$ cat config.mk
export PLATFORM = sky130hd
export DESIGN_NAME = bus_controller
export DESIGN_NICKNAME = d
export VERILOG_FILES = /design/src/rtl/bus_pkg.sv /design/src/rtl/ce_divider.sv /design/src/rtl/bus_controller.sv
export SDC_FILE = /design/constraint.sdc
export NUM_CORES = 1
export LEC_CHECK = 0
export BUFFER_PORTS_ARGS = -buffer_cell sky130_fd_sc_hd__buf_4
export CORE_MARGIN = 2
export CORE_UTILIZATION = 28
export CTS_CLUSTER_DIAMETER = 40
export DETAILED_ROUTE_END_ITERATION = 16
export HOLD_SLACK_MARGIN = 0.08
export PLACE_DENSITY = 0.47
export SLEW_MARGIN = 30
export SYNTH_ARGS = -nofsm -noshare
export SYNTH_HDL_FRONTEND = slang
export SYNTH_SLANG_ARGS = --single-unit
$ cat constraint.sdc
create_clock -name clk -period 1.9 [get_ports clk]
set_input_delay 0.38 -clock clk [delete_from_list [all_inputs] [get_ports clk]]
set_output_delay 0.38 -clock clk [all_outputs]
set_load 0.01 [all_outputs]
$ cat src/rtl/bus_pkg.sv
// Shared types, widths and helpers for the system-bus controller.
package bus_pkg;

    typedef enum logic [1:0] {
        IDLE   = 2'd0,
        ACCESS = 2'd1,
        HOLD   = 2'd2,
        ERR    = 2'd3
    } bus_state_t;

    localparam int WAIT_W     = 4;
    localparam int ERR_CNT_W  = 8;
    // Widest packed parameter vector the slicing helper accepts (8 slots x 32 bits).
    localparam int SLOT_VEC_W = 256;

    // Extract field i of width w (w <= 32) from a packed per-slot parameter vector.
    function automatic logic [31:0] slot_field(input logic [SLOT_VEC_W-1:0] vec,
                                               input int i, input int w);
        logic [SLOT_VEC_W-1:0] shifted;
        logic [31:0]           mask;
        shifted = vec >> (i * w);
        mask    = (w >= 32) ? 32'hFFFF_FFFF : ((32'd1 << w) - 32'd1);
        return shifted[31:0] & mask;
    endfunction

endpackage

$ cat src/rtl/ce_divider.sv
// Free-running CPU clock-enable generator: one-clk pulse every CE_DIV cycles.
module ce_divider #(
    parameter int CE_DIV = 16
) (
    input  logic clk,
    input  logic reset,
    output logic ce
);

    localparam int              CNT_W = (CE_DIV > 2) ? $clog2(CE_DIV) : 1;
    localparam logic [CNT_W-1:0] LAST = CNT_W'(CE_DIV - 1);

    logic [CNT_W-1:0] cnt;

    // Count 0..CE_DIV-1 and pulse ce in the cycle after the terminal count.
    always_ff @(posedge clk) begin
        if (reset) begin
            cnt <= '0;
            ce  <= 1'b0;
        end else if (cnt == LAST) begin
            cnt <= '0;
            ce  <= 1'b1;
        end else begin
            cnt <= cnt + 1'b1;
            ce  <= 1'b0;
        end
    end

endmodule

$ cat src/rtl/bus_controller.sv
// System-bus controller: address decode, wait-state insertion, CPU hold and error reporting.
module bus_controller
    import bus_pkg::*;
#(
    parameter int                             ADDR_W     = 16,
    parameter int                             NUM_SLAVES = 4,
    parameter logic [NUM_SLAVES*ADDR_W-1:0]   SLAVE_BASE = {16'hF000, 16'h9000, 16'h0000, 16'h0000},
    parameter logic [NUM_SLAVES*ADDR_W-1:0]   SLAVE_MASK = {16'hF000, 16'hF000, 16'h8000, 16'h0000},
    parameter logic [NUM_SLAVES*WAIT_W-1:0]   SLAVE_WAIT = {4'd0, 4'd0, 4'd1, 4'd0},
    parameter int                             CE_DIV     = 16
) (
    input  logic                  clk,
    input  logic                  reset,
    input  logic [ADDR_W-1:0]     cpu_addr,
    input  logic                  cpu_read,
    input  logic                  cpu_write,
    output logic                  cpu_ready,
    output logic                  cpu_ce,
    output logic [NUM_SLAVES-1:0] slv_cs,
    output logic                  slv_read,
    output logic                  slv_write,
    output logic                  bus_err,
    output logic [ADDR_W-1:0]     err_addr,
    output logic [ERR_CNT_W-1:0]  err_count,
    output logic                  busy
);

    localparam int SEL_W = (NUM_SLAVES > 1) ? $clog2(NUM_SLAVES) : 1;

    bus_state_t state, state_nxt;

    // Decoder results
    logic              hit;
    logic [SEL_W-1:0]  hit_idx;
    logic [WAIT_W-1:0] hit_wait;
    logic [ADDR_W-1:0] base_i, mask_i;

    // Access context captured when a request is accepted
    logic [SEL_W-1:0]  sel_q;
    logic              dir_write_q;
    logic [WAIT_W-1:0] wait_cnt, wait_nxt;
    logic              latch_en;

    // Next values of the registered outputs
    logic [NUM_SLAVES-1:0] cs_nxt;
    logic                  rd_nxt, wr_nxt, rdy_nxt, err_nxt, err_log;

    function automatic logic [NUM_SLAVES-1:0] onehot(input logic [SEL_W-1:0] idx);
        logic [NUM_SLAVES-1:0] r;
        for (int i = 0; i < NUM_SLAVES; i++) begin
            r[i] = (idx == SEL_W'(i));
        end
        return r;
    endfunction

    ce_divider #(.CE_DIV(CE_DIV)) u_ce_divider (
        .clk   (clk),
        .reset (reset),
        .ce    (cpu_ce)
    );

    // Priority address decode: scanning downward lets the lowest matching slot win.
    always_comb begin
        hit     = 1'b0;
        hit_idx = '0;
        base_i  = '0;
        mask_i  = '0;
        for (int i = NUM_SLAVES - 1; i >= 0; i--) begin
            base_i = ADDR_W'(slot_field(SLOT_VEC_W'(SLAVE_BASE), i, ADDR_W));
            mask_i = ADDR_W'(slot_field(SLOT_VEC_W'(SLAVE_MASK), i, ADDR_W));
            if ((mask_i != '0) && ((cpu_addr & mask_i) == base_i)) begin
                hit     = 1'b1;
                hit_idx = SEL_W'(i);
            end
        end
        hit_wait = WAIT_W'(slot_field(SLOT_VEC_W'(SLAVE_WAIT), int'(hit_idx), WAIT_W));
    end

    // Next-state and next-output logic; outputs are registered one edge later.
    always_comb begin
        state_nxt = state;
        cs_nxt    = '0;
        rd_nxt    = 1'b0;
        wr_nxt    = 1'b0;
        rdy_nxt   = 1'b0;
        err_nxt   = 1'b0;
        err_log   = 1'b0;
        latch_en  = 1'b0;
        wait_nxt  = wait_cnt;
        unique case (state)
            IDLE: begin
                if (cpu_read && cpu_write) begin
                    state_nxt = ERR;
                    rdy_nxt   = 1'b1;
                    err_nxt   = 1'b1;
                    err_log   = 1'b1;
                end else if (cpu_read ^ cpu_write) begin
                    if (hit) begin
                        state_nxt = ACCESS;
                        latch_en  = 1'b1;
                        wait_nxt  = hit_wait;
                        cs_nxt    = onehot(hit_idx);
                        rd_nxt    = cpu_read;
                        wr_nxt    = cpu_write;
                    end else begin
                        state_nxt = ERR;
                        rdy_nxt   = 1'b1;
                        err_nxt   = 1'b1;
                        err_log   = 1'b1;
                    end
                end
            end
            ACCESS: begin
                cs_nxt = onehot(sel_q);
                rd_nxt = !dir_write_q;
                wr_nxt = dir_write_q;
                if (wait_cnt == '0) begin
                    state_nxt = HOLD;
                    rdy_nxt   = 1'b1;
                end else begin
                    wait_nxt = wait_cnt - 1'b1;
                end
            end
            HOLD: begin
                if (!cpu_read && !cpu_write) begin
                    state_nxt = IDLE;
                end else begin
                    cs_nxt  = onehot(sel_q);
                    rd_nxt  = !dir_write_q;
                    wr_nxt  = dir_write_q;
                    rdy_nxt = 1'b1;
                end
            end
            ERR: begin
                if (!cpu_read && !cpu_write) begin
                    state_nxt = IDLE;
                end else begin
                    rdy_nxt = 1'b1;
                end
            end
            default: state_nxt = IDLE;
        endcase
    end

    // State and registered outputs; reset clears everything visible to the bus.
    always_ff @(posedge clk) begin
        if (reset) begin
            state     <= IDLE;
            slv_cs    <= '0;
            slv_read  <= 1'b0;
            slv_write <= 1'b0;
            cpu_ready <= 1'b0;
            bus_err   <= 1'b0;
            busy      <= 1'b0;
            err_addr  <= '0;
            err_count <= '0;
        end else begin
            state     <= state_nxt;
            slv_cs    <= cs_nxt;
            slv_read  <= rd_nxt;
            slv_write <= wr_nxt;
            cpu_ready <= rdy_nxt;
            bus_err   <= err_nxt;
            busy      <= (state_nxt != IDLE);
            if (err_log) begin
                err_addr <= cpu_addr;
                if (err_count != '1) begin
                    err_count <= err_count + 1'b1;
                end
            end
        end
    end

    // Access context: selected slot, direction and wait counter (no reset needed, only read outside IDLE).
    always_ff @(posedge clk) begin
        if (latch_en) begin
            sel_q       <= hit_idx;
            dir_write_q <= cpu_write;
        end
        wait_cnt <= wait_nxt;
    end

endmodule

==> flow_summary.html, run 1 <==
<table>
<tr><th>Metric</th><th>Value</th></tr>
<tr><th colspan="2">Logic synthesis</th></tr>
<tr><td>Synth warnings</td><td>0</td></tr>
<tr><td>Flops &amp; latches, synth</td><td>47</td></tr>
<tr><td>Avg Inst Size Synth</td><td>9.03 um^2</td></tr>
<tr><td>Fraction of registers with async set/reset</td><td>0</td></tr>
<tr><td>Combined area of all synthesized cells</td><td>2000 um^2</td></tr>
<tr><td>Post-synthesis sequential area ratio</td><td>0.504</td></tr>
<tr><td>Number of distinct library cells after synthesis</td><td>41</td></tr>
<tr><td>Most instantiated cells after synthesis</td><td>dfxtp_1, a21oi_1, o21ai_0</td></tr>
<tr><td>Share of Yosys cell area claimed by the top area cell type</td><td>0.400</td></tr>
<tr><td>Most frequent cell after synthesis</td><td>dfxtp_1</td></tr>
<tr><td>Main synth FF type</td><td>dfxtp_1</td></tr>
<tr><td>EDFF count, synth</td><td>7</td></tr>
<tr><td>Nets in the synthesized netlist</td><td>247</td></tr>
<tr><td>Synth area leader</td><td>dfxtp_1</td></tr>
<tr><td>Post-synthesis cell count</td><td>222</td></tr>
<tr><td>Synth top area cells</td><td>dfxtp_1, edfxtp_1, a21oi_1, o21ai_0, nand3_1</td></tr>
<tr><th colspan="2">STA</th></tr>
<tr><td>Minimum clock period</td><td>1660 ps</td></tr>
<tr><td>Final worst path period share</td><td>0.874</td></tr>
<tr><td>Relative max-transition margin</td><td>0.700</td></tr>
<tr><td>Highest clock frequency the design can meet</td><td>603 MHz</td></tr>
<tr><td>Final Hold Fails</td><td>0</td></tr>
<tr><td>Number of max-slew violations in the final report</td><td>0</td></tr>
<tr><td>Tightest Pin Transition</td><td>449 ps</td></tr>
<tr><td>Final setup violation count</td><td>0</td></tr>
<tr><td>Worst Setup Slack, final</td><td>240 ps</td></tr>
<tr><td>Setup clock skew after layout</td><td>8.33 ps</td></tr>
<tr><td>Unrepaired setup endpoints after global routing</td><td>no</td></tr>
<tr><th colspan="2">Power and ir drop</th></tr>
<tr><td>Int Pwr</td><td>1.94 mW</td></tr>
<tr><td>Switching power share of the total</td><td>0.275</td></tr>
<tr><td>Power density of the placed cells</td><td>977 nW/um^2</td></tr>
<tr><td>Seq pwr share</td><td>0.439</td></tr>
<tr><td>Net Switching</td><td>0.738 mW</td></tr>
<tr><td>Static leakage</td><td>1.12 nW</td></tr>
<tr><td>Total Power</td><td>2.68 mW</td></tr>
<tr><td>Proportion of power drawn by combinational gates</td><td>0.241</td></tr>
<tr><td>Clock power frac</td><td>0.320</td></tr>
<tr><td>Worst supply voltage drop on vdd</td><td>431 uV</td></tr>
<tr><th colspan="2">Floorplanning</th></tr>
<tr><td>Boundary pin count</td><td>54</td></tr>
<tr><td>FP Rows</td><td>30</td></tr>
<tr><td>Die span in y</td><td>88.6 um</td></tr>
<tr><td>Core area</td><td>6870 um^2</td></tr>
<tr><td>Die Outline Area</td><td>7850 um^2</td></tr>
<tr><td>Initial core utilization</td><td>0.292</td></tr>
<tr><td>Horizontal die dimension</td><td>88.6 um</td></tr>
<tr><th colspan="2">Hold path</th></tr>
<tr><td>Hold Path Class</td><td>input pin to register</td></tr>
<tr><td>Hold path start</td><td>cpu_addr[0]</td></tr>
<tr><th colspan="2">Drt</th></tr>
<tr><td>DRT iter0 DRCs</td><td>81</td></tr>
<tr><td>Final ANT Viol Nets</td><td>0</td></tr>
<tr><td>WL final</td><td>4920 um</td></tr>
<tr><td>Vias per cell</td><td>4.68</td></tr>
<tr><td>Number of optimization iterations in the first detailed-route pass</td><td>4</td></tr>
<tr><td>Overall via count from detail_route</td><td>1788</td></tr>
<tr><td>Residual DRC</td><td>0</td></tr>
<tr><td>Routed wire length per instance</td><td>12.9 um</td></tr>
<tr><th colspan="2">Worst setup path</th></tr>
<tr><td>Crit path launch</td><td>cpu_read</td></tr>
<tr><td>Worst path max stage delay</td><td>490 ps</td></tr>
<tr><td>Crit Path Max Fanout</td><td>10</td></tr>
<tr><td>Worst setup EP type</td><td>register</td></tr>
<tr><td>Critical path data arrival time</td><td>1880 ps</td></tr>
<tr><td>Worst path top cell family by delay</td><td>simple AND/OR/NAND/NOR gates</td></tr>
<tr><td>Kind of critical path</td><td>input pin to register</td></tr>
<tr><td>Standard cell with the maximum stage delay on the critical path</td><td>or4_1</td></tr>
<tr><td>Series of cell instances along the critical path</td><td>buf_4, inv_1, ha_1, and3b_1, a311oi_2, buf_4, or4_1, a21oi_1</td></tr>
<tr><td>Count of buffering cells on the critical path with inverters included</td><td>3</td></tr>
<tr><td>Worst EP required</td><td>2120 ps</td></tr>
<tr><td>Most common cell type on the critical path</td><td>buf_4</td></tr>
<tr><td>Source of the worst register-to-register timing path</td><td>wait_cnt[0]</td></tr>
<tr><td>Setup crit start kind</td><td>input pin</td></tr>
<tr><th colspan="2">Cells and area</th></tr>
<tr><td>Final non-filler cell total</td><td>382</td></tr>
<tr><td>Ratio of cells with drive above 1 in the final layout</td><td>0.283</td></tr>
<tr><td>Filler cells</td><td>750</td></tr>
<tr><td>Syn-to-layout area delta</td><td>37.0%</td></tr>
<tr><td>Antenna diodes</td><td>0</td></tr>
<tr><td>Storage cell area</td><td>1010 um^2</td></tr>
<tr><td>Total area of multi-input combinational cells</td><td>906 um^2</td></tr>
<tr><td>Number of nets in the layout</td><td>310</td></tr>
<tr><th colspan="2">Clock tree</th></tr>
<tr><td># resized after CTS</td><td>0</td></tr>
<tr><td>CTS tree</td><td>built</td></tr>
<tr><td>Clk pin slew, worst setup/hold paths</td><td>90 ps</td></tr>
<tr><td>Clock insertion delay at the later pin of the skew report</td><td>290 ps</td></tr>
<tr><td>Number of sinks on the clock net</td><td>47</td></tr>
<tr><td># Post-CTS Setup Buffers</td><td>0</td></tr>
<tr><td>H-tree lvl count</td><td>2</td></tr>
<tr><td>Maximum number of buffers from clock root to sink</td><td>2</td></tr>
<tr><td>Inserted Clock Buffers</td><td>5</td></tr>
<tr><td>Count of hold-fix buffers inserted at cts</td><td>0</td></tr>
<tr><td>Clock Root Buffer</td><td>clkbuf_8</td></tr>
<tr><th colspan="2">Place</th></tr>
<tr><td>Placed insts</td><td>374</td></tr>
<tr><td>Routability congestion estimate from global placement</td><td>0.685</td></tr>
<tr><td>Number of buffers inserted by port buffering</td><td>53</td></tr>
<tr><td>Pre-CTS setup slack</td><td>-67.6 ps</td></tr>
<tr><td>DPL Wire Length</td><td>3450 um</td></tr>
<tr><th colspan="2">Global routing</th></tr>
<tr><td>First-pass GRT wire length</td><td>7780 um</td></tr>
<tr><td>All-Layer GR Usage</td><td>0.128</td></tr>
<tr><td>Largest net degree at the start of global routing</td><td>38</td></tr>
<tr><td>Remaining global-route overflow</td><td>0</td></tr>
<tr><td>Number of antenna violations at the first check in global routing</td><td>0</td></tr>
<tr><td>Number of global-route vias before repair</td><td>1682</td></tr>
<tr><th colspan="2">Status</th></tr>
<tr><td>Status</td><td>finished clean</td></tr>
<tr><th colspan="2">Flow run</th></tr>
<tr><td>Reported max-cap violation count</td><td>0</td></tr>
</table>
[routing by layer]
layer / global-route usage / wire (um) / vias to the layer above
met3: 0.0317 / 183 / 6
met5: 0 / 0 / -
met4: 0.0537 / 78 / 0
met2: 0.208 / 2300 / 30
li1: - / - / 924
met1: 0.163 / 2360 / 828
[stage by stage]
step	area, um^2	hold slack [ps]	setup TNS (ps)	util
3_3_place_gp	2610	470	-110	0.380
5_1_grt	2750	324	0	0.400
4_1_cts	2750	320	0	0.400
2_1_floorplan	2010	447	0	-
6_report	2750	336	0	0.400
3_5_place_dp	2610	470	-313	0.380
[worst min-delay path, cell delays in order]
cell	delay [ps]
buf_4	110
nand3_1	50
a21oi_1	50
[state kept, by name (all words and copies together), names as in the netlist]
name and count:
err_addr 16, err_count 8, slv_cs 4, dir_write_q 1
u_ce_divider.cnt 4, slv_read 1, slv_write 1, sel_q 2
busy 1, wait_cnt 4, bus_err 1, cpu_ready 1
state 2, u_ce_divider.ce 1
[path summary, 6_finish.rpt]
kind,endpoint,slack [ps],cells after the start
worst min-delay path,err_addr[0],340,3
worst min register to register,err_addr[11],480,2
worst max-delay path,err_count[5],240,8
worst max register to register,cpu_ready,250,6
[power groups by stage]
stage	registers [mW]	logic [mW]	clock network, mW
6_report	1.18	0.646	0.859
5_1_grt	1.19	0.716	0.927
4_1_cts	1.18	0.652	0.894
3_5_place_dp	1.20	0.649	0
3_3_place_gp	1.20	0.646	0
2_1_floorplan	1.22	0.326	0
[placed cells by master, fill, tap and decap left out, types with 2 or more instances in the layout]
master,Yosys,final
ha_1,5,5
or3_1,2,2
nor2b_1,2,2
nand2_1,5,5
nor2_1,15,15
clkbuf_8,0,5
a21oi_1,29,29
xnor2_1,3,3
inv_1,10,10
nand3_1,20,20
a32oi_1,3,3
nand3b_1,2,2
buf_4,0,69
nand2b_1,6,6
nor3b_1,2,2
nor3_1,5,5
dfxtp_1,40,40
o21ai_0,24,24
and2_1,2,2
nand4_1,2,2
o31ai_1,3,3
edfxtp_1,7,7
bufinv_16,0,2
or4_1,3,3
[kinds of logic (layout without fill, tap and decap cells)]
family | Yosys count | in the layout | share of synthesized area
mux | 2 | 2 | 0.0106
compound gates | 68 | 68 | 0.194
fa+ha+maj | 5 | 5 | 0.0312
flops | 47 | 47 | 0.504
buf+inv | 24 | 88 | 0.0468
xor+xnor | 4 | 4 | 0.0175
simple gates | 72 | 72 | 0.195
[area by class of cell]
cell class,instances,area share
flip-flops and latches,47,0.368
multi-input cells,151,0.330
repair buffers,70,0.196
well taps,96,0.0438
clock buffers,6,0.0264
clock inverters,2,0.0219
inverters,10,0.0137
Note: power is estimated with default switching activity, not from simulation.
==> inputs of run 2 (changes only) <==
--- a/config.mk
+++ b/config.mk
@@ -15,4 +15,5 @@
 export SLEW_MARGIN = 30
 export SYNTH_ARGS = -nofsm -noshare
 export SYNTH_HDL_FRONTEND = slang
+export SYNTH_HIERARCHICAL = 1
 export SYNTH_SLANG_ARGS = --single-unit
==> flow_summary.html, run 2 <==
<table>
<tr><th>Metric</th><th>Value</th></tr>
<tr><th colspan="2">Global routing</th></tr>
<tr><td>Largest net degree at the start of global routing</td><td>37</td></tr>
<tr><td>Number of global-route vias before repair</td><td>1719</td></tr>
<tr><td>Number of antenna violations at the first check in global routing</td><td>0</td></tr>
<tr><td>All-Layer GR Usage</td><td>0.130</td></tr>
<tr><td>First-pass GRT wire length</td><td>8070 um</td></tr>
<tr><td>Remaining global-route overflow</td><td>0</td></tr>
<tr><th colspan="2">STA</th></tr>
<tr><td>Minimum clock period</td><td>1750 ps</td></tr>
<tr><td>Hold Slack</td><td>335 ps</td></tr>
<tr><td>Final Hold Fails</td><td>0</td></tr>
<tr><td>Final setup violation count</td><td>0</td></tr>
<tr><td>Highest clock frequency the design can meet</td><td>572 MHz</td></tr>
<tr><td>Relative max-transition margin</td><td>0.716</td></tr>
<tr><td>Worst Setup Slack, final</td><td>153 ps</td></tr>
<tr><td>Number of max-slew violations in the final report</td><td>0</td></tr>
<tr><td>Final worst path period share</td><td>0.920</td></tr>
<tr><td>Setup clock skew after layout</td><td>5.19 ps</td></tr>
<tr><td>Unrepaired setup endpoints after global routing</td><td>no</td></tr>
<tr><td>Tightest Pin Transition</td><td>426 ps</td></tr>
<tr><th colspan="2">Hold path</th></tr>
<tr><td>Number of instances on the worst hold path</td><td>3</td></tr>
<tr><td>End of the worst hold path</td><td>err_addr[6]</td></tr>
<tr><td>Hold Path Class</td><td>input pin to register</td></tr>
<tr><td>Hold path start</td><td>cpu_addr[6]</td></tr>
<tr><th colspan="2">Cells and area</th></tr>
<tr><td>Syn-to-layout area delta</td><td>35.9%</td></tr>
<tr><td>Largest registers ranked by flip-flop count</td><td>err_addr x16, err_count x8</td></tr>
<tr><td>Commonest cells after routing, fill and taps aside</td><td>buf_4, dfxtp_1, a21oi_1, o21ai_0, nand3_1</td></tr>
<tr><td>Filler cells</td><td>784</td></tr>
<tr><td>Antenna diodes</td><td>0</td></tr>
<tr><td>Register containing the most flip-flops in the final layout</td><td>err_addr</td></tr>
<tr><td>Post-route cell area</td><td>2760 um^2</td></tr>
<tr><td>Fraction of the core area covered by cells at the end of the flow</td><td>0.386</td></tr>
<tr><td>Number of nets in the layout</td><td>312</td></tr>
<tr><td>Number of flip-flops in the largest register</td><td>16</td></tr>
<tr><td>Most common library cell in the layout ignoring fill and taps</td><td>buf_4</td></tr>
<tr><td>Ratio of cells with drive above 1 in the final layout</td><td>0.296</td></tr>
<tr><th colspan="2">Worst setup path</th></tr>
<tr><td>Flop2flop setup slack</td><td>150 ps</td></tr>
<tr><td>Reg2Reg Depth</td><td>4</td></tr>
<tr><td>Worst setup EP type</td><td>register</td></tr>
<tr><td>Kind of critical path</td><td>register to register</td></tr>
<tr><td>Critical path data arrival time</td><td>1930 ps</td></tr>
<tr><td>Setup crit start kind</td><td>register</td></tr>
<tr><td>Source of the worst register-to-register timing path</td><td>err_count[4]</td></tr>
<tr><td>Worst EP required</td><td>2090 ps</td></tr>
<tr><td>Crit Path Max Fanout</td><td>12</td></tr>
<tr><td>FF-to-FF End</td><td>err_count[5]</td></tr>
<tr><th colspan="2">Drt</th></tr>
<tr><td>Number of optimization iterations in the first detailed-route pass</td><td>4</td></tr>
<tr><td>Vias per cell</td><td>4.57</td></tr>
<tr><td>Residual DRC</td><td>0</td></tr>
<tr><td>Routed wire length per instance</td><td>12.6 um</td></tr>
<tr><td>Final ANT Viol Nets</td><td>0</td></tr>
<tr><td>WL final</td><td>4860 um</td></tr>
<tr><td>DRT iter0 DRCs</td><td>58</td></tr>
<tr><td>Overall via count from detail_route</td><td>1765</td></tr>
<tr><th colspan="2">Clock tree</th></tr>
<tr><td># resized after CTS</td><td>0</td></tr>
<tr><td>Maximum number of buffers from clock root to sink</td><td>2</td></tr>
<tr><td>Clock insertion delay at the later pin of the skew report</td><td>290 ps</td></tr>
<tr><td>CTS tree</td><td>built</td></tr>
<tr><td>Count of hold-fix buffers inserted at cts</td><td>0</td></tr>
<tr><td>H-tree lvl count</td><td>2</td></tr>
<tr><td>Number of sinks on the clock net</td><td>47</td></tr>
<tr><td>Clk pin slew, worst setup/hold paths</td><td>80 ps</td></tr>
<tr><td># Post-CTS Setup Buffers</td><td>0</td></tr>
<tr><td>Clock Root Buffer</td><td>clkbuf_8</td></tr>
<tr><td>Inserted Clock Buffers</td><td>5</td></tr>
<tr><th colspan="2">Logic synthesis</th></tr>
<tr><td>Combined area of all synthesized cells</td><td>2030 um^2</td></tr>
<tr><td>Main synth FF type</td><td>dfxtp_1</td></tr>
<tr><td>Synth warnings</td><td>6</td></tr>
<tr><td>Flops &amp; latches, synth</td><td>47</td></tr>
<tr><td>Synth top area cells</td><td>dfxtp_1, edfxtp_1, a21oi_1, o21ai_0, nand3_1</td></tr>
<tr><td>Synth area leader</td><td>dfxtp_1</td></tr>
<tr><td>Most frequent cell after synthesis</td><td>dfxtp_1</td></tr>
<tr><td>Most instantiated cells after synthesis</td><td>dfxtp_1, a21oi_1, o21ai_0</td></tr>
<tr><td>Avg Inst Size Synth</td><td>9.22 um^2</td></tr>
<tr><td>Share of Yosys cell area claimed by the top area cell type</td><td>0.395</td></tr>
<tr><td>Fraction of registers with async set/reset</td><td>0</td></tr>
<tr><td>Post-synthesis sequential area ratio</td><td>0.498</td></tr>
<tr><td>EDFF count, synth</td><td>7</td></tr>
<tr><td>Nets in the synthesized netlist</td><td>245</td></tr>
<tr><td>Number of distinct library cells after synthesis</td><td>46</td></tr>
<tr><td>Post-synthesis cell count</td><td>220</td></tr>
<tr><th colspan="2">Place</th></tr>
<tr><td>DPL Wire Length</td><td>3430 um</td></tr>
<tr><td>Number of buffers inserted by port buffering</td><td>53</td></tr>
<tr><td>Routability congestion estimate from global placement</td><td>0.735</td></tr>
<tr><td>Placement-stage cell area</td><td>2680 um^2</td></tr>
<tr><td>Pre-CTS setup slack</td><td>-130 ps</td></tr>
<tr><th colspan="2">Floorplanning</th></tr>
<tr><td>FP Rows</td><td>31</td></tr>
<tr><td>Initial core utilization</td><td>0.284</td></tr>
<tr><td>Boundary pin count</td><td>54</td></tr>
<tr><td>Die span in y</td><td>89.1 um</td></tr>
<tr><td>Core area</td><td>7140 um^2</td></tr>
<tr><td>Horizontal die dimension</td><td>89.1 um</td></tr>
<tr><td>Die Outline Area</td><td>7940 um^2</td></tr>
<tr><th colspan="2">Flow run</th></tr>
<tr><td>Reported max-cap violation count</td><td>0</td></tr>
<tr><th colspan="2">Power and ir drop</th></tr>
<tr><td>Switching power share of the total</td><td>0.304</td></tr>
<tr><td>Worst supply voltage drop on vdd</td><td>282 uV</td></tr>
<tr><td>Total Power</td><td>2.41 mW</td></tr>
<tr><td>Static leakage</td><td>1.13 nW</td></tr>
<tr><td>Net Switching</td><td>0.734 mW</td></tr>
<tr><td>Power density of the placed cells</td><td>876 nW/um^2</td></tr>
<tr><td>Seq pwr share</td><td>0.484</td></tr>
<tr><td>Proportion of power drawn by combinational gates</td><td>0.280</td></tr>
<tr><td>Clock power frac</td><td>0.236</td></tr>
<tr><td>Int Pwr</td><td>1.68 mW</td></tr>
<tr><th colspan="2">Status</th></tr>
<tr><td>Status</td><td>finished clean</td></tr>
</table>
## run 2: cell types whose count changed in the layout (fill, tap and decap cells not counted), moves of 2 or more
cell,before,now
buf_4,69,72
bufinv_16,2,0
nand2b_1,6,4
nor3_1,5,3
## run 2: cell type report
type / instances / area (um^2) / area share
tap: 99 / 124 / 0.0449
inverter: 10 / 37.5 / 0.0136
sequential: 47 / 1010 / 0.367
timing repair buffer: 74 / 581 / 0.211
clock buffer: 7 / 76.3 / 0.0277
multi-input combinational: 149 / 927 / 0.336
## run 2: per-layer routing
metal	vias to the layer above	GRT usage	wire length [um]
li1	930	-	-
met4	0	0.0407	61
met3	6	0.0425	250
met5	-	0	0
met1	791	0.171	2330
met2	38	0.205	2220
## run 2: how the worst max path moves through the flow
stage / from / to / slack [ps] / cells past startpoint
after global placement: cpu_read / err_addr[13] / -100 / 9
after floorplan: cpu_read / err_count[5] / 20 / 7
after CTS: err_count[1] / err_count[5] / 140 / 4
final: err_count[4] / err_count[5] / 150 / 4
after global routing: err_count[4] / err_count[5] / 50 / 4
after detailed placement: cpu_read / err_count[5] / -130 / 8
## run 2: cells by family (layout without fill, tap and decap cells)
kind of cell    after synthesis  count (layout)  share of synthesized area
xor+xnor                      4               4                     0.0173
mux                           2               2                     0.0111
fa+ha+maj                     5               5                     0.0308
compound gates               68              68                      0.197
simple gates                 70              70                      0.196
buf+inv                      24              91                     0.0500
flops                        47              47                      0.498
## run 2: critical path, stage by stage, from the launching register on
cell     delay, ps
dfxtp_1        350
and4_1         240
a41o_1         380
nor4b_2        320
mux2_2         360
## run 2: through the flow
stage                     instances  TNS, ps
after global routing            386        0
after global placement          379    -1310
after detailed placement        379    -1740
after CTS                       386        0
final                           386        0
after floorplan                 220        0
## run 2: power by group through the flow
| stage | clock [mW] | combinational, mW | sequential, mW |
|---|---|---|---|
| final | 0.569 | 0.676 | 1.17 |
| after global placement | 0 | 0.683 | 1.19 |
| after global routing | 0.639 | 0.760 | 1.18 |
| after detailed placement | 0 | 0.685 | 1.19 |
| after CTS | 0.601 | 0.689 | 1.17 |
| after floorplan | 0 | 0.341 | 1.22 |
==> inputs of run 3 (changes only) <==
--- a/config.mk
+++ b/config.mk
@@ -6,6 +6,7 @@
 export NUM_CORES = 1
 export LEC_CHECK = 0
 export BUFFER_PORTS_ARGS = -buffer_cell sky130_fd_sc_hd__buf_4
+export CORE_ASPECT_RATIO = 1.1
 export CORE_MARGIN = 2
 export CORE_UTILIZATION = 28
 export CTS_CLUSTER_DIAMETER = 40
==> flow_summary.html, run 3 (synthesis results as in run 2) <==
<table>
<tr><th>Metric</th><th>Value</th></tr>
<tr><th colspan="2">Cells and area</th></tr>
<tr><td>Syn-to-layout area delta</td><td>37.2%</td></tr>
<tr><td>Filler cells</td><td>733</td></tr>
<tr><td>Largest registers ranked by flip-flop count</td><td>err_addr x16, err_count x8</td></tr>
<tr><td>Register containing the most flip-flops in the final layout</td><td>err_addr</td></tr>
<tr><td>Commonest cells after routing, fill and taps aside</td><td>buf_4, dfxtp_1, a21oi_1, o21ai_0, nand3_1</td></tr>
<tr><td>Number of flip-flops in the largest register</td><td>16</td></tr>
<tr><td>Antenna diodes</td><td>0</td></tr>
<tr><td>Ratio of cells with drive above 1 in the final layout</td><td>0.306</td></tr>
<tr><td>Most common library cell in the layout ignoring fill and taps</td><td>buf_4</td></tr>
<tr><td>Number of nets in the layout</td><td>312</td></tr>
<tr><th colspan="2">Global routing</th></tr>
<tr><td>Remaining global-route overflow</td><td>0</td></tr>
<tr><td>Largest net degree at the start of global routing</td><td>37</td></tr>
<tr><td>First-pass GRT wire length</td><td>7540 um</td></tr>
<tr><td>Number of global-route vias before repair</td><td>1565</td></tr>
<tr><td>Number of antenna violations at the first check in global routing</td><td>0</td></tr>
<tr><td>All-Layer GR Usage</td><td>0.119</td></tr>
<tr><th colspan="2">Worst setup path</th></tr>
<tr><td>FF-to-FF End</td><td>err_count[5]</td></tr>
<tr><td>Worst path max stage delay</td><td>380 ps</td></tr>
<tr><td>Worst EP required</td><td>2100 ps</td></tr>
<tr><td>Flop2flop setup slack</td><td>140 ps</td></tr>
<tr><td>Series of cell instances along the critical path</td><td>and4_1, a41o_1, nor4b_2, mux2_2</td></tr>
<tr><td>Standard cell with the maximum stage delay on the critical path</td><td>dfxtp_1</td></tr>
<tr><td>Worst setup EP type</td><td>register</td></tr>
<tr><td>Kind of critical path</td><td>register to register</td></tr>
<tr><td>Source of the worst register-to-register timing path</td><td>err_count[2]</td></tr>
<tr><td>Critical path data arrival time</td><td>1960 ps</td></tr>
<tr><td>Setup crit start kind</td><td>register</td></tr>
<tr><td>Crit Path Max Fanout</td><td>12</td></tr>
<tr><td>Reg2Reg Depth</td><td>4</td></tr>
<tr><th colspan="2">Floorplanning</th></tr>
<tr><td>Die Outline Area</td><td>7940 um^2</td></tr>
<tr><td>Boundary pin count</td><td>54</td></tr>
<tr><td>Die span in y</td><td>93.3 um</td></tr>
<tr><td>Initial core utilization</td><td>0.289</td></tr>
<tr><td>Horizontal die dimension</td><td>85.2 um</td></tr>
<tr><td>Core area</td><td>7010 um^2</td></tr>
<tr><td>FP Rows</td><td>32</td></tr>
<tr><th colspan="2">STA</th></tr>
<tr><td>Worst Setup Slack, final</td><td>143 ps</td></tr>
<tr><td>Setup clock skew after layout</td><td>4.74 ps</td></tr>
<tr><td>Final Hold Fails</td><td>0</td></tr>
<tr><td>Minimum clock period</td><td>1760 ps</td></tr>
<tr><td>Number of max-slew violations in the final report</td><td>0</td></tr>
<tr><td>Hold Slack</td><td>325 ps</td></tr>
<tr><td>Final worst path period share</td><td>0.925</td></tr>
<tr><td>Final setup violation count</td><td>0</td></tr>
<tr><td>Relative max-transition margin</td><td>0.744</td></tr>
<tr><td>Unrepaired setup endpoints after global routing</td><td>no</td></tr>
<tr><td>Highest clock frequency the design can meet</td><td>569 MHz</td></tr>
<tr><td>Tightest Pin Transition</td><td>384 ps</td></tr>
<tr><th colspan="2">Place</th></tr>
<tr><td>Number of buffers inserted by port buffering</td><td>53</td></tr>
<tr><td>Pre-CTS setup slack</td><td>-160 ps</td></tr>
<tr><td>Routability congestion estimate from global placement</td><td>0.750</td></tr>
<tr><td>DPL Wire Length</td><td>3390 um</td></tr>
<tr><th colspan="2">Drt</th></tr>
<tr><td>DRT iter0 DRCs</td><td>83</td></tr>
<tr><td>Final ANT Viol Nets</td><td>0</td></tr>
<tr><td>Vias per cell</td><td>4.71</td></tr>
<tr><td>Residual DRC</td><td>0</td></tr>
<tr><td>Overall via count from detail_route</td><td>1757</td></tr>
<tr><td>Routed wire length per instance</td><td>12.8 um</td></tr>
<tr><td>Number of optimization iterations in the first detailed-route pass</td><td>4</td></tr>
<tr><td>WL final</td><td>4770 um</td></tr>
<tr><th colspan="2">Clock tree</th></tr>
<tr><td>Maximum number of buffers from clock root to sink</td><td>2</td></tr>
<tr><td>Count of hold-fix buffers inserted at cts</td><td>0</td></tr>
<tr><td>Number of sinks on the clock net</td><td>47</td></tr>
<tr><td>CTS tree</td><td>built</td></tr>
<tr><td>Inserted Clock Buffers</td><td>5</td></tr>
<tr><td># Post-CTS Setup Buffers</td><td>0</td></tr>
<tr><td>Clk pin slew, worst setup/hold paths</td><td>90 ps</td></tr>
<tr><td># resized after CTS</td><td>0</td></tr>
<tr><td>H-tree lvl count</td><td>2</td></tr>
<tr><td>Clock insertion delay at the later pin of the skew report</td><td>300 ps</td></tr>
<tr><td>Clock Root Buffer</td><td>clkbuf_8</td></tr>
<tr><th colspan="2">Hold path</th></tr>
<tr><td>End of the worst hold path</td><td>err_addr[4]</td></tr>
<tr><td>Hold path start</td><td>cpu_addr[4]</td></tr>
<tr><td>Number of instances on the worst hold path</td><td>3</td></tr>
<tr><td>Hold Path Class</td><td>input pin to register</td></tr>
<tr><th colspan="2">Power and ir drop</th></tr>
<tr><td>Power density of the placed cells</td><td>957 nW/um^2</td></tr>
<tr><td>Worst supply voltage drop on vdd</td><td>399 uV</td></tr>
<tr><td>Static leakage</td><td>1.15 nW</td></tr>
<tr><th colspan="2">Flow run</th></tr>
<tr><td>Reported max-cap violation count</td><td>0</td></tr>
<tr><th colspan="2">Status</th></tr>
<tr><td>Status</td><td>finished clean</td></tr>
</table>
==> run 3: cell types whose count changed in the layout (fill, tap and decap cells not counted), sizes merged <==
cell	change
clkbuf	-1
bufinv	+1
clkinvlp	+1
==> run 3: how the worst max path moves through the flow <==
stage	start	slack, ps	endpoint
6_report	err_count[2]	140	err_count[5]
5_1_grt	err_count[4]	20	err_count[5]
4_1_cts	err_count[4]	150	err_count[5]
3_5_place_dp	cpu_read	-160	err_addr[6]
3_3_place_gp	cpu_read	-120	err_addr[10]
2_1_floorplan	cpu_read	20	err_count[5]
==> run 3: routing by layer <==
layer / up-vias / wire length (um) / track usage
met2: 42 / 2200 / 0.182
met3: 5 / 259 / 0.0335
li1: 928 / - / -
met5: - / 0 / 0
met1: 782 / 2250 / 0.160
met4: 0 / 53 / 0.0397
==> run 3: area by class of cell <==
cell class	count	area [um^2]	area share
timing repair buffer	74	581	0.209
tap	85	106	0.0382
inverter	10	37.5	0.0135
sequential	47	1010	0.363
clock inverter	2	37.5	0.0135
multi-input combinational	149	916	0.329
clock buffer	6	93.8	0.0337
==> run 3: report_power, final <==
| group | total, mW | internal, mW | leakage, nW | switching [mW] |
|---|---|---|---|---|
| Clock | 0.825 | 0.472 | 0.0626 | 0.353 |
| Sequential | 1.17 | 1.12 | 0.393 | 0.0514 |
| Combinational | 0.668 | 0.310 | 0.695 | 0.358 |
| Total | 2.66 | 1.90 | 1.15 | 0.763 |
==> run 3: metrics by stage <==
step           cell area, um^2  power (mW)  instances  setup TNS (ps)   util
6_report                  2780        2.66        373               0  0.397
5_1_grt                   2780        2.82        373               0  0.397
3_3_place_gp              2650        1.87        365           -1950  0.378
3_5_place_dp              2650        1.87        365           -2030  0.378
2_1_floorplan             2030        1.56        220               0      -
4_1_cts                   2780        2.70        373               0  0.397
==> run 3: critical path: cells and delay by family, from the launching register on <==
| kind | cells | cell delay (ps) |
|---|---|---|
| muxes | 1 | 360 |
| DFF | 1 | 380 |
| and+or+nand+nor | 2 | 540 |
| AOI/OAI and AO/OA | 1 | 380 |
